$ cat src/rtl/bird_game_pkg.sv
// bird_game_pkg: shared screen geometry, fixed-point scale and plane FSM states
package bird_game_pkg;
  localparam int FIXED_POINT_MULTIPLIER = 64;
  localparam int SCREEN_W = 640;
  localparam int SCREEN_H = 480;
  typedef enum logic [2:0] {IDLE_ST, FLY_ST, ARMED_ST, WAIT_HIDE_ST, OUT_ST} plane_st_t;
endpackage

$ cat src/rtl/key_edge_detect.sv
// key_edge_detect: two-flop synchroniser followed by a one-clock rising-edge pulse
module key_edge_detect (
  input  logic clk,
  input  logic resetN,
  input  logic i_key,
  output logic o_rise
);
  logic [2:0] r_sync;
  // shift the raw key through two sync flops plus one history flop
  always_ff @(posedge clk or negedge resetN)
    if (!resetN) r_sync <= '0;
    else r_sync <= {r_sync[1:0], i_key};
  assign o_rise = r_sync[1] & ~r_sync[2];
endmodule

$ cat src/rtl/plane_launcher.sv
// plane_launcher: flies the plane across the screen, holds launch speed and arms bird launches.
// Optional build macro PLANE_BOB_EN adds a 0..7 pixel triangle-wave bob to the plane Y.
module plane_launcher
  import bird_game_pkg::*;
#(
  parameter int PLANE_Y         = 40,
  parameter int PLANE_X_SPEED   = 96,
  parameter int PLANE_WIDTH     = 64,
  parameter int LAUNCH_X_MAX    = 287,
  parameter int SPEED_INIT      = 40,
  parameter int SPEED_MIN       = 8,
  parameter int SPEED_MAX       = 120,
  parameter int SPEED_STEP      = 8,
  parameter int BIRDS_PER_ROUND = 5
) (
  input  logic               clk,
  input  logic               resetN,
  input  logic               i_startOfFrame,
  input  logic               i_keyLaunch,
  input  logic               i_keySpeedUp,
  input  logic               i_keySpeedDown,
  input  logic               i_birdDisplayed,
  input  logic               i_hideBirdPulse,
  input  logic               i_newRound,
  output logic signed [10:0] o_planeTopLeftX,
  output logic signed [10:0] o_planeTopLeftY,
  output logic        [10:0] o_planeVertSpeed,
  output logic               o_showBird,
  output logic        [3:0]  o_birdsLeft,
  output logic               o_outOfBirds
);
  localparam logic signed [16:0] X_RESET = 17'(-(PLANE_WIDTH * FIXED_POINT_MULTIPLIER));
  localparam logic signed [16:0] X_WRAP  = 17'((SCREEN_W - 1) * FIXED_POINT_MULTIPLIER);
  localparam logic signed [16:0] X_STEP  = 17'(PLANE_X_SPEED);
  localparam logic signed [10:0] X_MAX   = 11'(LAUNCH_X_MAX);
  localparam logic signed [10:0] Y_BASE  = 11'(PLANE_Y);
  localparam logic [10:0] S_INIT = 11'(SPEED_INIT);
  localparam logic [10:0] S_MIN  = 11'(SPEED_MIN);
  localparam logic [10:0] S_MAX  = 11'(SPEED_MAX);
  localparam logic [10:0] S_STEP = 11'(SPEED_STEP);
  localparam logic [3:0]  B_INIT = 4'(BIRDS_PER_ROUND);

  plane_st_t          r_state;
  logic signed [16:0] r_xpos;
  logic signed [16:0] w_xstep;
  logic signed [10:0] w_xpix;
  logic        [10:0] r_speed;
  logic        [10:0] w_speed_up;
  logic        [10:0] w_speed_dn;
  logic        [10:0] w_speed_nx;
  logic        [3:0]  r_birds;
  logic               r_show;
  logic               r_up;
  logic               r_dn;
  logic               r_launch;
  logic               w_up_rise;
  logic               w_dn_rise;
  logic               w_launch_rise;
  logic               w_in_window;

  key_edge_detect u_up     (.clk(clk), .resetN(resetN), .i_key(i_keySpeedUp),   .o_rise(w_up_rise));
  key_edge_detect u_dn     (.clk(clk), .resetN(resetN), .i_key(i_keySpeedDown), .o_rise(w_dn_rise));
  key_edge_detect u_launch (.clk(clk), .resetN(resetN), .i_key(i_keyLaunch),    .o_rise(w_launch_rise));

  assign w_xstep     = r_xpos + X_STEP;
  assign w_xpix      = r_xpos[16:6];
  assign w_in_window = w_xpix <= X_MAX;
  assign w_speed_up  = (r_speed >= S_MAX - S_STEP) ? S_MAX : r_speed + S_STEP;
  assign w_speed_dn  = (r_speed <= S_MIN + S_STEP) ? S_MIN : r_speed - S_STEP;
  assign w_speed_nx  = (r_up & ~r_dn) ? w_speed_up : (r_dn & ~r_up) ? w_speed_dn : r_speed;

  // sticky key latches: set by an edge, consumed and cleared by the next frame start
  always_ff @(posedge clk or negedge resetN)
    if (!resetN) {r_up, r_dn, r_launch} <= '0;
    else if (i_startOfFrame) {r_up, r_dn, r_launch} <= '0;
    else {r_up, r_dn, r_launch} <= {r_up | w_up_rise, r_dn | w_dn_rise, r_launch | w_launch_rise};

  // plane X in 1/64 pixel, stepping once per frame once flight has started and wrapping off the right edge
  always_ff @(posedge clk or negedge resetN)
    if (!resetN) r_xpos <= X_RESET;
    else if (i_startOfFrame && r_state != IDLE_ST) r_xpos <= (w_xstep > X_WRAP) ? X_RESET : w_xstep;

  // launch FSM: newRound overrides everything, a bird display beats a same-clock frame abort
  always_ff @(posedge clk or negedge resetN)
    if (!resetN) begin
      r_state <= IDLE_ST;
      r_speed <= S_INIT;
      r_birds <= B_INIT;
      r_show  <= 1'b0;
    end else if (i_newRound) begin
      r_state <= FLY_ST;
      r_speed <= S_INIT;
      r_birds <= B_INIT;
      r_show  <= 1'b0;
    end else begin
      case (r_state)
        IDLE_ST: if (i_startOfFrame) r_state <= FLY_ST;
        FLY_ST: if (i_startOfFrame) begin
          r_speed <= w_speed_nx;
          if (r_launch && w_in_window && r_birds != 4'd0) begin
            r_state <= ARMED_ST;
            r_show  <= 1'b1;
          end
        end
        ARMED_ST: if (i_birdDisplayed) begin
          r_state <= WAIT_HIDE_ST;
          r_show  <= 1'b0;
          r_birds <= (r_birds != 4'd0) ? r_birds - 4'd1 : r_birds;
        end else if (i_startOfFrame && !w_in_window) begin
          r_state <= FLY_ST;
          r_show  <= 1'b0;
        end
        WAIT_HIDE_ST: if (i_hideBirdPulse) r_state <= (r_birds != 4'd0) ? FLY_ST : OUT_ST;
        default: ;
      endcase
    end

`ifdef PLANE_BOB_EN
  logic [2:0] r_bob;
  logic [1:0] r_bob_cnt;
  logic       r_bob_dir;
  logic       w_bob_up;
  assign w_bob_up = r_bob_dir ? (r_bob != 3'd7) : (r_bob == 3'd0);
  // triangle-wave bob moving one pixel every fourth frame, reversing at 0 and 7
  always_ff @(posedge clk or negedge resetN)
    if (!resetN) begin
      r_bob     <= '0;
      r_bob_cnt <= '0;
      r_bob_dir <= 1'b1;
    end else if (i_startOfFrame) begin
      r_bob_cnt <= r_bob_cnt + 2'd1;
      if (r_bob_cnt == 2'd3) begin
        r_bob     <= w_bob_up ? r_bob + 3'd1 : r_bob - 3'd1;
        r_bob_dir <= w_bob_up;
      end
    end
  assign o_planeTopLeftY = Y_BASE + {8'd0, r_bob};
`else
  assign o_planeTopLeftY = Y_BASE;
`endif

  assign o_planeTopLeftX  = w_xpix;
  assign o_planeVertSpeed = r_speed;
  assign o_showBird       = r_show;
  assign o_birdsLeft      = r_birds;
  assign o_outOfBirds     = r_state == OUT_ST;
endmodule
$ cat config.mk
export PLATFORM = sky130hd
export DESIGN_NAME = plane_launcher
export DESIGN_NICKNAME = d
export VERILOG_FILES = /design/src/rtl/bird_game_pkg.sv /design/src/rtl/key_edge_detect.sv /design/src/rtl/plane_launcher.sv
export SDC_FILE = /design/constraint.sdc
export NUM_CORES = 1
export LEC_CHECK = 0
export ABC_AREA = 1
export ABC_CLOCK_PERIOD_IN_PS = 2820
export CAP_MARGIN = 0
export CORE_MARGIN = 2
export CORE_UTILIZATION = 55
export DETAILED_ROUTE_END_ITERATION = 6
export GPL_TIMING_DRIVEN = 0
export PLACE_DENSITY_LB_ADDON = 0.1
export RECOVER_POWER = 25
export SLEW_MARGIN = 20
export SYNTH_ARGS = -nofsm -noshare
export SYNTH_HDL_FRONTEND = slang
export SYNTH_SLANG_ARGS = --single-unit
$ cat constraint.sdc
create_clock -name clk -period 2.82 [get_ports clk]
set_input_delay 0.705 -clock clk [delete_from_list [all_inputs] [get_ports clk]]
set_output_delay 0.705 -clock clk [all_outputs]
set_load 0.05 [all_outputs]
=== Word level (Yosys, flattened, before mapping) ===
Cells that the tools add are included.

* Flip-flop bits (word level): 48
* Latch bits: 0
* RAM bits: 0
* Bits in read-only memories: 0
* Input bits: 9
* Output and inout port bits: 39
* Logic and storage cells: 91
* Memories: 0

* Add/sub/neg operators: 4
* Multiply operators: 0
* Divide/modulo/power cells: 0
* Order comparisons: 4
* Equal/unequal tests: 9
* Shifts and indexed selects: 0
* Multiplexer cells: 30
* Bitwise logic cells: 13
* Reduce and logical (&&, ||, !) cells: 20

{| class="wikitable"
|+ Operators by type and width
! kind !! count
|-
| 11-bit 2-to-1 mux || 7
|-
| 3-bit 2-to-1 mux || 8
|-
| 17-bit by 8-bit adder with 17-bit output, second input constant || 1
|-
| 17-bit greater-than comparator, second input constant || 1
|-
| 17-bit 2-to-1 mux || 1
|-
| 4-bit 2-to-1 mux || 4
|-
| 3-bit inequality test, second input constant || 4
|-
| 3-bit case mux with 4 select lines || 1
|-
| 11-bit by 4-bit adder with 11-bit output, second input constant || 1
|-
| 11-bit by 7-bit greater-or-equal comparator with 1-bit output, second input constant || 1
|-
| 11-bit by 10-bit less-or-equal comparator with 1-bit output, second input constant || 1
|-
| 11-bit by 5-bit less-or-equal comparator with 1-bit output, second input constant || 1
|-
| 11-bit by 4-bit subtractor with 11-bit output, second input constant || 1
|-
| 2-bit nonzero test || 5
|-
| 3-bit nonzero test || 3
|-
| 1-bit 2-to-1 mux || 8
|-
| 3-bit by 2-bit equality test with 1-bit output, second input constant || 2
|-
| 3-bit AND reduction || 2
|-
| 6-bit AND reduction || 1
|-
| 1-bit AND || 5
|-
| 1-bit NOT || 5
|-
| 5-bit nonzero test || 1
|-
| 1-bit logical AND || 4
|-
| 4-bit inequality test, second input constant || 1
|-
| 9 further kinds || 11
|}

=== Longest topological paths before layout ===
Gate-level depths: netlist (run 1).

* Depth after elaboration: 7
* Mapped depth: 14
* Depth with buffers taken out: 13

=== Modules after synthesis ===
From an unflattened synthesis (run 1), not the netlist that was laid out.

* Cells, all modules: 345
* Area, all modules: 2512.4 um2

{| class="wikitable"
|+ Modules (own cells, without submodules)
! module !! times used !! cells an instance !! area an instance (um2) !! sequential area each (um2)
|-
| plane_launcher || 1 || 330 || 2257.2 || 787.0
|-
| key_edge_detect || 3 || 5 || 85.1 || 75.1
|}

=== Least setup slack after synthesis (run 1) ===
OpenSTA, ideal clock, no wires.

* Path type: reg-to-output
* Start point: register r_state[1]
* End point: output port o_outOfBirds
* Arrival time: 1.569 ns
* Data required time: 2.115 ns
* Path slack: 0.546 ns
* Stages on the path, launching flop included: 3
* Cells stage by stage: dfrtp_1 buf_2 nor3_1

* Longest elaborated chain between the ends: 1

{| class="wikitable"
|+ Ends and longest elaborated chain
! what !! line !! text
|-
| start, declared || plane_launcher.sv:43 || <nowiki>plane_st_t r_state;</nowiki>
|-
| start signal, assigned || plane_launcher.sv:113 || <nowiki>WAIT_HIDE_ST: if (i_hideBirdPulse) r_state <= (r_birds != 4'd0) ? FLY_ST : OUT_ST;</nowiki>
|-
| 3-bit equality test || plane_launcher.sv:146 || <nowiki>assign o_outOfBirds = r_state == OUT_ST;</nowiki>
|-
| end, declared || plane_launcher.sv:30 || <nowiki>output logic o_outOfBirds</nowiki>
|}

Every way passes these cells.

=== Final worst setup path (run 1) ===
Same ends and word-level chain as after synthesis.

==> results of run 1 <==
path summary, 6_finish.rpt:
| path | to | slack [ns] | depth (start not counted) |
|---|---|---|---|
| min in group asynchronous | o_planeVertSpeed[6]$_DFFE_PN0P_ | 0.63 | 1 |
| max in group asynchronous | r_xpos[16]$_DFFE_PN1P_ | 1.43 | 2 |
| setup / recovery | o_outOfBirds | 0.31 | 3 |
| hold / removal | u_up.r_sync[1]$_DFF_PN0_ | 0.35 | 0 |
| setup reg to reg | r_xpos[7]$_DFFE_PN0P_ | 0.99 | 11 |
| hold reg to reg | u_up.r_sync[1]$_DFF_PN0_ | 0.35 | 0 |
flip-flops by register name, indices dropped and copies added, names as in the netlist, 3 cells and up:
name	count
r_state	3
o_birdsLeft	4
u_launch.r_sync	3
o_planeVertSpeed	8
u_up.r_sync	3
u_dn.r_sync	3
r_xpos	12
synthesized netlist by cell type, drive strengths merged:
| cell type | count | share of area |
|---|---|---|
| xor2 | 4 | 0.014 |
| clkbuf | 3 | 0.0045 |
| a21oi | 13 | 0.032 |
| o21ai | 23 | 0.046 |
| ha | 4 | 0.020 |
| conb | 2 | 0.0030 |
| nor2 | 44 | 0.074 |
| o211ai | 1 | 0.0030 |
| o221ai | 1 | 0.0035 |
| a41oi | 1 | 0.0035 |
| nand4 | 4 | 0.010 |
| xnor2 | 1 | 0.0035 |
| nand3 | 22 | 0.046 |
| buf | 28 | 0.084 |
| clkinv | 1 | 0.0015 |
| nand2 | 99 | 0.15 |
| nand3b | 2 | 0.0060 |
| inv | 38 | 0.057 |
| o31ai | 1 | 0.0030 |
| nor3 | 6 | 0.014 |
| o21bai | 2 | 0.0060 |
| dfstp | 9 | 0.095 |
| a2111oi | 1 | 0.0035 |
| a31oi | 1 | 0.0025 |
| dfrtp | 31 | 0.31 |
cells by family after synthesis:
family          after synthesis
compound gates               44
other cells                   2
flops                        40
fa+ha+maj                     4
xor+xnor                      5
buf+inv                      70
simple gates                177
cell type report:
type                            count  area (um2)
Buffer                             31         220
Clock buffer                        5        68.8
Clock inverter                      3        42.5
Fill cell                         378        1300
Inverter                           39         146
Multi-Input combinational cell    244        1150
Sequential cell                    40        1010
Tap cell                           52        65.1
Timing Repair Buffer               33         342
routing by layer:
layer	wire, um	up-vias
met4	85	0
li1	-	1151
met2	2410	47
met3	204	10
met5	0	-
met1	2250	1011
through the flow:
step           setup WS [ns]  area, um2  hold slack, ns
6_report               0.310       3050           0.352
3_3_place_gp          0.0597       2920           0.333
5_1_grt                0.219       3050           0.364
2_1_floorplan          0.546       2530           0.331
4_1_cts                0.292       3050           0.355
3_5_place_dp           0.312       2940           0.336
critical path: stages, from the launching register on:
cell	delay, ns
dfrtp_1	0.36
buf_2	0.16
nor3_1	0.17
clkdlybuf4s50_1	0.82
power groups by stage:
| stage | logic [mW] | clock network, mW | registers (mW) |
|---|---|---|---|
| after CTS | 1.53 | 0.477 | 0.904 |
| after global placement | 1.48 | 0 | 0.908 |
| after floorplan | 0.981 | 0 | 1.06 |
| final | 1.52 | 0.466 | 0.904 |
| after global routing | 1.66 | 0.501 | 0.933 |
| after detailed placement | 1.52 | 0 | 0.913 |
==> results.ini, run 1 <==
[cts]
cts-resized-gates=0
ctsHtreeMaxLevel=2
clk_path_buf_depth=2
cts_tree=done
path_clk_slew_ns=0.08
ctsHoldBuffers=0
postCtsSetupBuffers=0
clk_latency_ns=0.29
cts_sinks=40
cts_buffers=5
cts_root_buf=clkbuf_8

[sta]
hold_viol=0
rsz0062_at_grt=false
worst_slew_pin_slew_ns=1.18
slew_headroom=0.212
fin_crit_ns=2.51
post-route-period-util=0.890
max_freq_mhz=398
fin_skew_ns=0.00608
setup-tns-final_ns=0
finalSetupViolCount=0
slew_violations=0

[setup_path]
path_max_fanout=8
critPathLaunch=r_state[1]$_DFFE_PN0P_
cp-end-kind=output pin
cp-start-kind=flop
required_ns=2.12
criticalPathCategory=reg2out
arrival_ns=1.81
reg2reg_from=r_xpos[6]$_DFFE_PN0P_

[synth]
synthSimpleGateAreaFrac=0.301
synth-compound-area-share=0.104
ys_types=35
yosysWarnings=0
syn_area_mm2=0.00249
synth_xor_area_frac=0.0176
synthAdderAreaFrac=0.0201
synthCells=342
ys_seq_elements=40
synth_top_family_by_area=simple AND/OR/NAND/NOR gates
avgSynthCellArea_um2=7.27
synth_mux_area_frac=0
ys_seq_area_frac=0.407

[power]
switching_share=0.469
p_comb_frac=0.526
pwr-share-seq=0.313
pwr-share-clk=0.161
power.internal_mw=1.53
pwr_density_cell_mw_per_mm2=947
p_switching_mw=1.36
p_total_mw=2.89
power.leakage_nw=1.50
ir_worst_vdd_mv=0.516

[routing]
drtIter0Drc=128
vias=2219
via_per_inst=4.96
post-route-drc-count=0
routed_wl_um=4940
drt-wirelength-per-cell_um=11.1
first_pass_iters=4
drtAntennaViolNets=0

[floorplan]
core_mm2=0.00435
chipHeight_um=71.3
rows=24
ios=48
start_util=0.571
design.die.area_mm2=0.00508
fp.dieW_um=71.3

[hold_path]
hold_class=reg2reg
hold_start=u_up.r_sync[0]$_DFF_PN0_

[place]
port_buffers=32
gp_congestion=0.880
post-place-cells=439
dp_hpwl_um=3770

[finish]
layout_common_cells=98 x nand2_1, 40 x nor2_1, 36 x inv_1
final_common_cell=nand2_1
drive_gt1_frac=0.149
area_growth_pct=22.6
final_core_util=0.701
diodes=0
nets=407
final_cells=447

[grt]
busiest_layer=met2
grt.met2_usage=0.362
grt_pass1_vias=2045
grt-ovfl-total=0
use_met1=0.258
grtUsageTotal=0.209
grt_pass1_wl_um=8670
antenna_found_initial=0
grt_max_degree=22
use_met3=0.0422

[status]
status=completed

[job]
cap_violations=0

No activity file was read; power rests on OpenSTA's default activity.
==> inputs of run 2 (changes only) <==
Settings changed: ABC_CLOCK_PERIOD_IN_PS 2820 to 2200, CORE_UTILIZATION 55 to 47, HOLD_SLACK_MARGIN from default to 0.08.
Clock period 2.82 ns to 2.2 ns, I/O delays scaled along.
==> run 2 against run 1 <==
Cell count up 4.0%. Flip-flop and latch count unchanged. First-iteration DRC count down 38%. Non-clock buffer count unchanged. Die area up 16%. Worst setup slack worse by 0.23 ns. Critical path depth down 2.
==> results.ini, run 2 (same netlist as run 1, synthesis figures left out) <==
[place]
gp_congestion=0.876
dp_hpwl_um=3740
post-place-cells=457
port_buffers=32
placed_area_mm2=0.00296
dp_slack_ns=-0.127

[finish]
fillers=489
area_growth_pct=22.7
final_common_cell=nand2_1
final_cells=465
largest_reg_flops=12
drive_gt1_frac=0.152
final_core_util=0.598
layout_common_cells=98 x nand2_1, 40 x nor2_1, 36 x inv_1
top_register=r_xpos
diodes=0
finish.instance_area_mm2=0.00305
nets=407

[grt]
grt_max_degree=27
grt_pass1_vias=1975
grt-ovfl-total=0
grt_pass1_wl_um=8710
grtUsageTotal=0.180
antenna_found_initial=0

[setup_path]
critPathBufInv=1
arrival_ns=1.57
crit_family=buffers and inverters
max_stage_delay_ns=0.84
path_max_fanout=6
criticalPathCategory=reg2out
required_ns=1.65
cp-end-kind=output pin
cp-start-kind=flop
cp_cell_sequence=clkdlybuf4s50_1
cp_slowest_cell=clkdlybuf4s50_1

[cts]
cts_root_buf=clkbuf_8
ctsHoldBuffers=0
cts_tree=done
postCtsSetupBuffers=0
ctsHtreeMaxLevel=2
cts_buffers=5
clk_latency_ns=0.29
path_clk_slew_ns=0.09
clk_path_buf_depth=2
cts_sinks=40

[floorplan]
start_util=0.487
ios=48
rows=26
core_mm2=0.00511
fp.dieW_um=76.8
design.die.area_mm2=0.00589
chipHeight_um=76.8

[hold_path]
hold_class=in2async

[routing]
first_pass_iters=4
vias=2187
routed_wl_um=5040
via_per_inst=4.70
post-route-drc-count=0
drtIter0Drc=80
drtAntennaViolNets=0
drt-wirelength-per-cell_um=10.8

[sta]
slew_violations=0
worst_slew_pin_slew_ns=0.786
setup_ws_ns=0.0759
fin_crit_ns=2.12
finalSetupViolCount=0
max_freq_mhz=471
fin_skew_ns=0.00396
rsz0062_at_grt=false
hold_viol=0
timing.hold.ws_ns=0.305
post-route-period-util=0.965
setup-tns-final_ns=0
slew_headroom=0.476

[power]
ir_worst_vdd_mv=0.681
p_total_mw=3.67
power.leakage_nw=1.54
pwr_density_cell_mw_per_mm2=1200

[status]
status=completed

[job]
cap_violations=0

## run 2: power breakdown
| group | switching, mW | leakage, nW | internal (mW) |
|---|---|---|---|
| registers | 0.212 | 0.488 | 0.942 |
| clock network | 0.283 | 0.0548 | 0.342 |
| logic | 1.25 | 0.999 | 0.639 |
| total | 1.75 | 1.54 | 1.92 |
## run 2: cell type report
| class | count | area [um2] | area share |
|---|---|---|---|
| plain buffers | 31 | 220 | 0.0721 |
| clock buffers | 5 | 68.8 | 0.0225 |
| clock inverters | 3 | 46.3 | 0.0152 |
| inverters | 39 | 146 | 0.0480 |
| multi-input cells | 244 | 1160 | 0.379 |
| flip-flops and latches | 40 | 1010 | 0.332 |
| well taps | 70 | 87.6 | 0.0287 |
| repair buffers | 33 | 314 | 0.103 |
## run 2: per-layer routing
metal  wire length, um  GRT usage  vias up
met5                 0          0        -
met4                57     0.0636        0
met3               223     0.0318        5
met2              2310      0.300       46
met1              2440      0.234      991
li1                  -          -     1145
## run 2: timing repair
action | CTS | global route
hold endpoints to repair | 0 | 0
pin swaps | 0 | 0
setup endpoints to repair | 12 | 10
gates resized for setup | 12 | 5
## run 2: path summary, 6_finish.rpt
kind,cells past startpoint,start,endpoint,slack [ns]
worst max-delay path,1,o_planeVertSpeed[6]$_DFFE_PN0P_,o_planeVertSpeed[6],0.08
worst min-delay path,1,resetN,o_birdsLeft[1]$_DFFE_PN0P_,0.30
worst max register to register,11,r_xpos[6]$_DFFE_PN0P_,r_xpos[5]$_DFFE_PN0P_,0.32
worst min register to register,0,u_up.r_sync[0]$_DFF_PN0_,u_up.r_sync[1]$_DFF_PN0_,0.36
max in group asynchronous,2,resetN,o_planeVertSpeed[4]$_DFFE_PN0P_,0.80
min in group clk,0,u_up.r_sync[0]$_DFF_PN0_,u_up.r_sync[1]$_DFF_PN0_,0.36
## run 2: worst reg2reg max path: stages, from the launching register on
cell	delay [ns]
dfrtp_1	0.42
inv_1	0.08
ha_1	0.26
nor2_4	0.21
nand2_1	0.10
o21ai_1	0.13
nand2_1	0.09
nor2_1	0.13
nand2_1	0.11
buf_6	0.16
nand2_1	0.06
nand2_1	0.05
==> inputs of run 3 (changes only) <==
Settings changed: CORE_ASPECT_RATIO from default to 1.25, HOLD_SLACK_MARGIN 0.08 to 0.06.
==> run 3 against run 2 <==
Worst hold slack better by 0.046 ns. Clock power is 6.1% higher. Critical path type unchanged. Sequential share of layout area is 0.22 points lower. Largest cell class unchanged. Clock skew is 0.0055 ns higher. Count of clock-buffer cells in the layout is 2 higher. Critical path depth stayed put. Highest routed layer unchanged. Flip-flop and latch count stayed put. First-iteration DRC count is 25% lower. Power is 1.0% higher.
==> results.ini, run 3 (same netlist as run 1, synthesis figures left out) <==
[status]
status=completed

[cts]
cts_root_buf=clkbuf_8
postCtsSetupBuffers=0
cts_buffers=5
cts_sinks=40
path_clk_slew_ns=0.08
clk_latency_ns=0.30
ctsHtreeMaxLevel=2
cts_tree=done
clk_path_buf_depth=2

[sta]
timing.hold.ws_ns=0.351
slew_headroom=0.281
max_freq_mhz=471
slew_violations=0
fin_skew_ns=0.00947
fin_crit_ns=2.12
hold_viol=0
rsz0062_at_grt=false
post-route-period-util=0.964
finalSetupViolCount=0
worst_slew_pin_slew_ns=1.08

[place]
port_buffers=32
post-place-cells=449
dp_hpwl_um=3860
gp_congestion=0.812

[floorplan]
rows=29
ios=48
start_util=0.490
fp.dieW_um=69.1
design.die.area_mm2=0.00589
chipHeight_um=85.3
core_mm2=0.00508

[finish]
largest_reg_flops=12
top_register=r_xpos
final_cells=457
fillers=498
layout_common_cells=98 x nand2_1, 40 x nor2_1, 36 x inv_1
nets=407
drive_gt1_frac=0.152
diodes=0
final_common_cell=nand2_1
area_growth_pct=23.5

[power]
p_switching_mw=1.73
power.leakage_nw=1.55
p_comb_frac=0.510
ir_worst_vdd_mv=0.702
power.internal_mw=1.98
p_total_mw=3.71
pwr-share-seq=0.311
switching_share=0.465
pwr_density_cell_mw_per_mm2=1210
pwr-share-clk=0.178

[setup_path]
critPathBufInv=1
path_max_fanout=6
criticalPathCategory=reg2out
required_ns=1.65
cp_slowest_cell=clkdlybuf4s50_1
cp_cell_sequence=clkdlybuf4s50_1
cp-start-kind=flop
max_stage_delay_ns=0.83
crit_family=buffers and inverters
cp-end-kind=output pin
arrival_ns=1.57

[grt]
grtUsageTotal=0.185
grt_pass1_vias=2102
grt_pass1_wl_um=8900
grt_max_degree=24
antenna_found_initial=0
grt-ovfl-total=0

[routing]
drt-wirelength-per-cell_um=11.1
first_pass_iters=4
drtAntennaViolNets=0
via_per_inst=4.84
post-route-drc-count=0
vias=2214
drtIter0Drc=60
routed_wl_um=5060

[job]
cap_violations=0

[hold_path]
hold_class=reg2reg

## run 3: path summary, 6_finish.rpt
path	slack [ns]	from	cells past startpoint	end
worst min-delay path	0.35	u_up.r_sync[0]$_DFF_PN0_	0	u_up.r_sync[1]$_DFF_PN0_
worst max-delay path	0.08	o_planeVertSpeed[4]$_DFFE_PN0P_	1	o_planeVertSpeed[4]
max in group asynchronous	1.03	resetN	2	r_xpos[14]$_DFFE_PN1P_
min in group asynchronous	0.42	resetN	1	o_planeVertSpeed[4]$_DFFE_PN0P_
worst max register to register	0.35	r_xpos[6]$_DFFE_PN0P_	11	r_xpos[11]$_DFFE_PN0P_
worst min register to register	0.35	u_up.r_sync[0]$_DFF_PN0_	0	u_up.r_sync[1]$_DFF_PN0_
## run 3: cell type report
cell class | count | area (um2) | share of cell area
Inverter | 39 | 146 | 0.0476
Clock buffer | 7 | 96.3 | 0.0314
Sequential cell | 40 | 1010 | 0.329
Tap cell | 62 | 77.6 | 0.0252
Timing Repair Buffer | 33 | 333 | 0.108
Clock inverter | 1 | 30.0 | 0.00977
Multi-Input combinational cell | 244 | 1160 | 0.377
Buffer | 31 | 220 | 0.0717
## run 3: repair_timing
| item | 4_1_cts | 5_1_grt |
|---|---|---|
| resized for setup | 13 | 4 |
| endpoints found under the setup margin | 13 | 15 |
| hold buffers | 0 | 0 |
| endpoints found under the hold margin | 0 | 0 |
## run 3: power groups by stage
stage	Clock, mW	Combinational (mW)	Sequential [mW]
3_3_place_gp	0	1.91	1.17
3_5_place_dp	0	1.94	1.17
5_1_grt	0.704	2.09	1.19
2_1_floorplan	0	1.26	1.36
4_1_cts	0.679	1.90	1.16
6_report	0.662	1.89	1.15
## run 3: stage by stage
step / worst slack, ns / area (um2) / setup TNS [ns] / utilization
2_1_floorplan: 0.0806 / 2530 / 0 / -
3_3_place_gp: -0.452 / 2930 / -16.15 / 0.577
3_5_place_dp: -0.196 / 2950 / -2.00 / 0.581
4_1_cts: 0.00497 / 3060 / 0 / 0.603
5_1_grt: 0.0226 / 3070 / 0 / 0.605
6_report: 0.0787 / 3070 / 0 / 0.605
## run 3: layer usage
layer / track usage / part of all wire / routed length [um] / vias to the layer above
met3: 0.0392 / 0.036 / 181 / 6
met2: 0.342 / 0.52 / 2640 / 34
met4: 0.0695 / 0.015 / 78 / 0
met5: 0 / 0 / 0 / -
li1: - / - / - / 1149
met1: 0.207 / 0.43 / 2150 / 1025
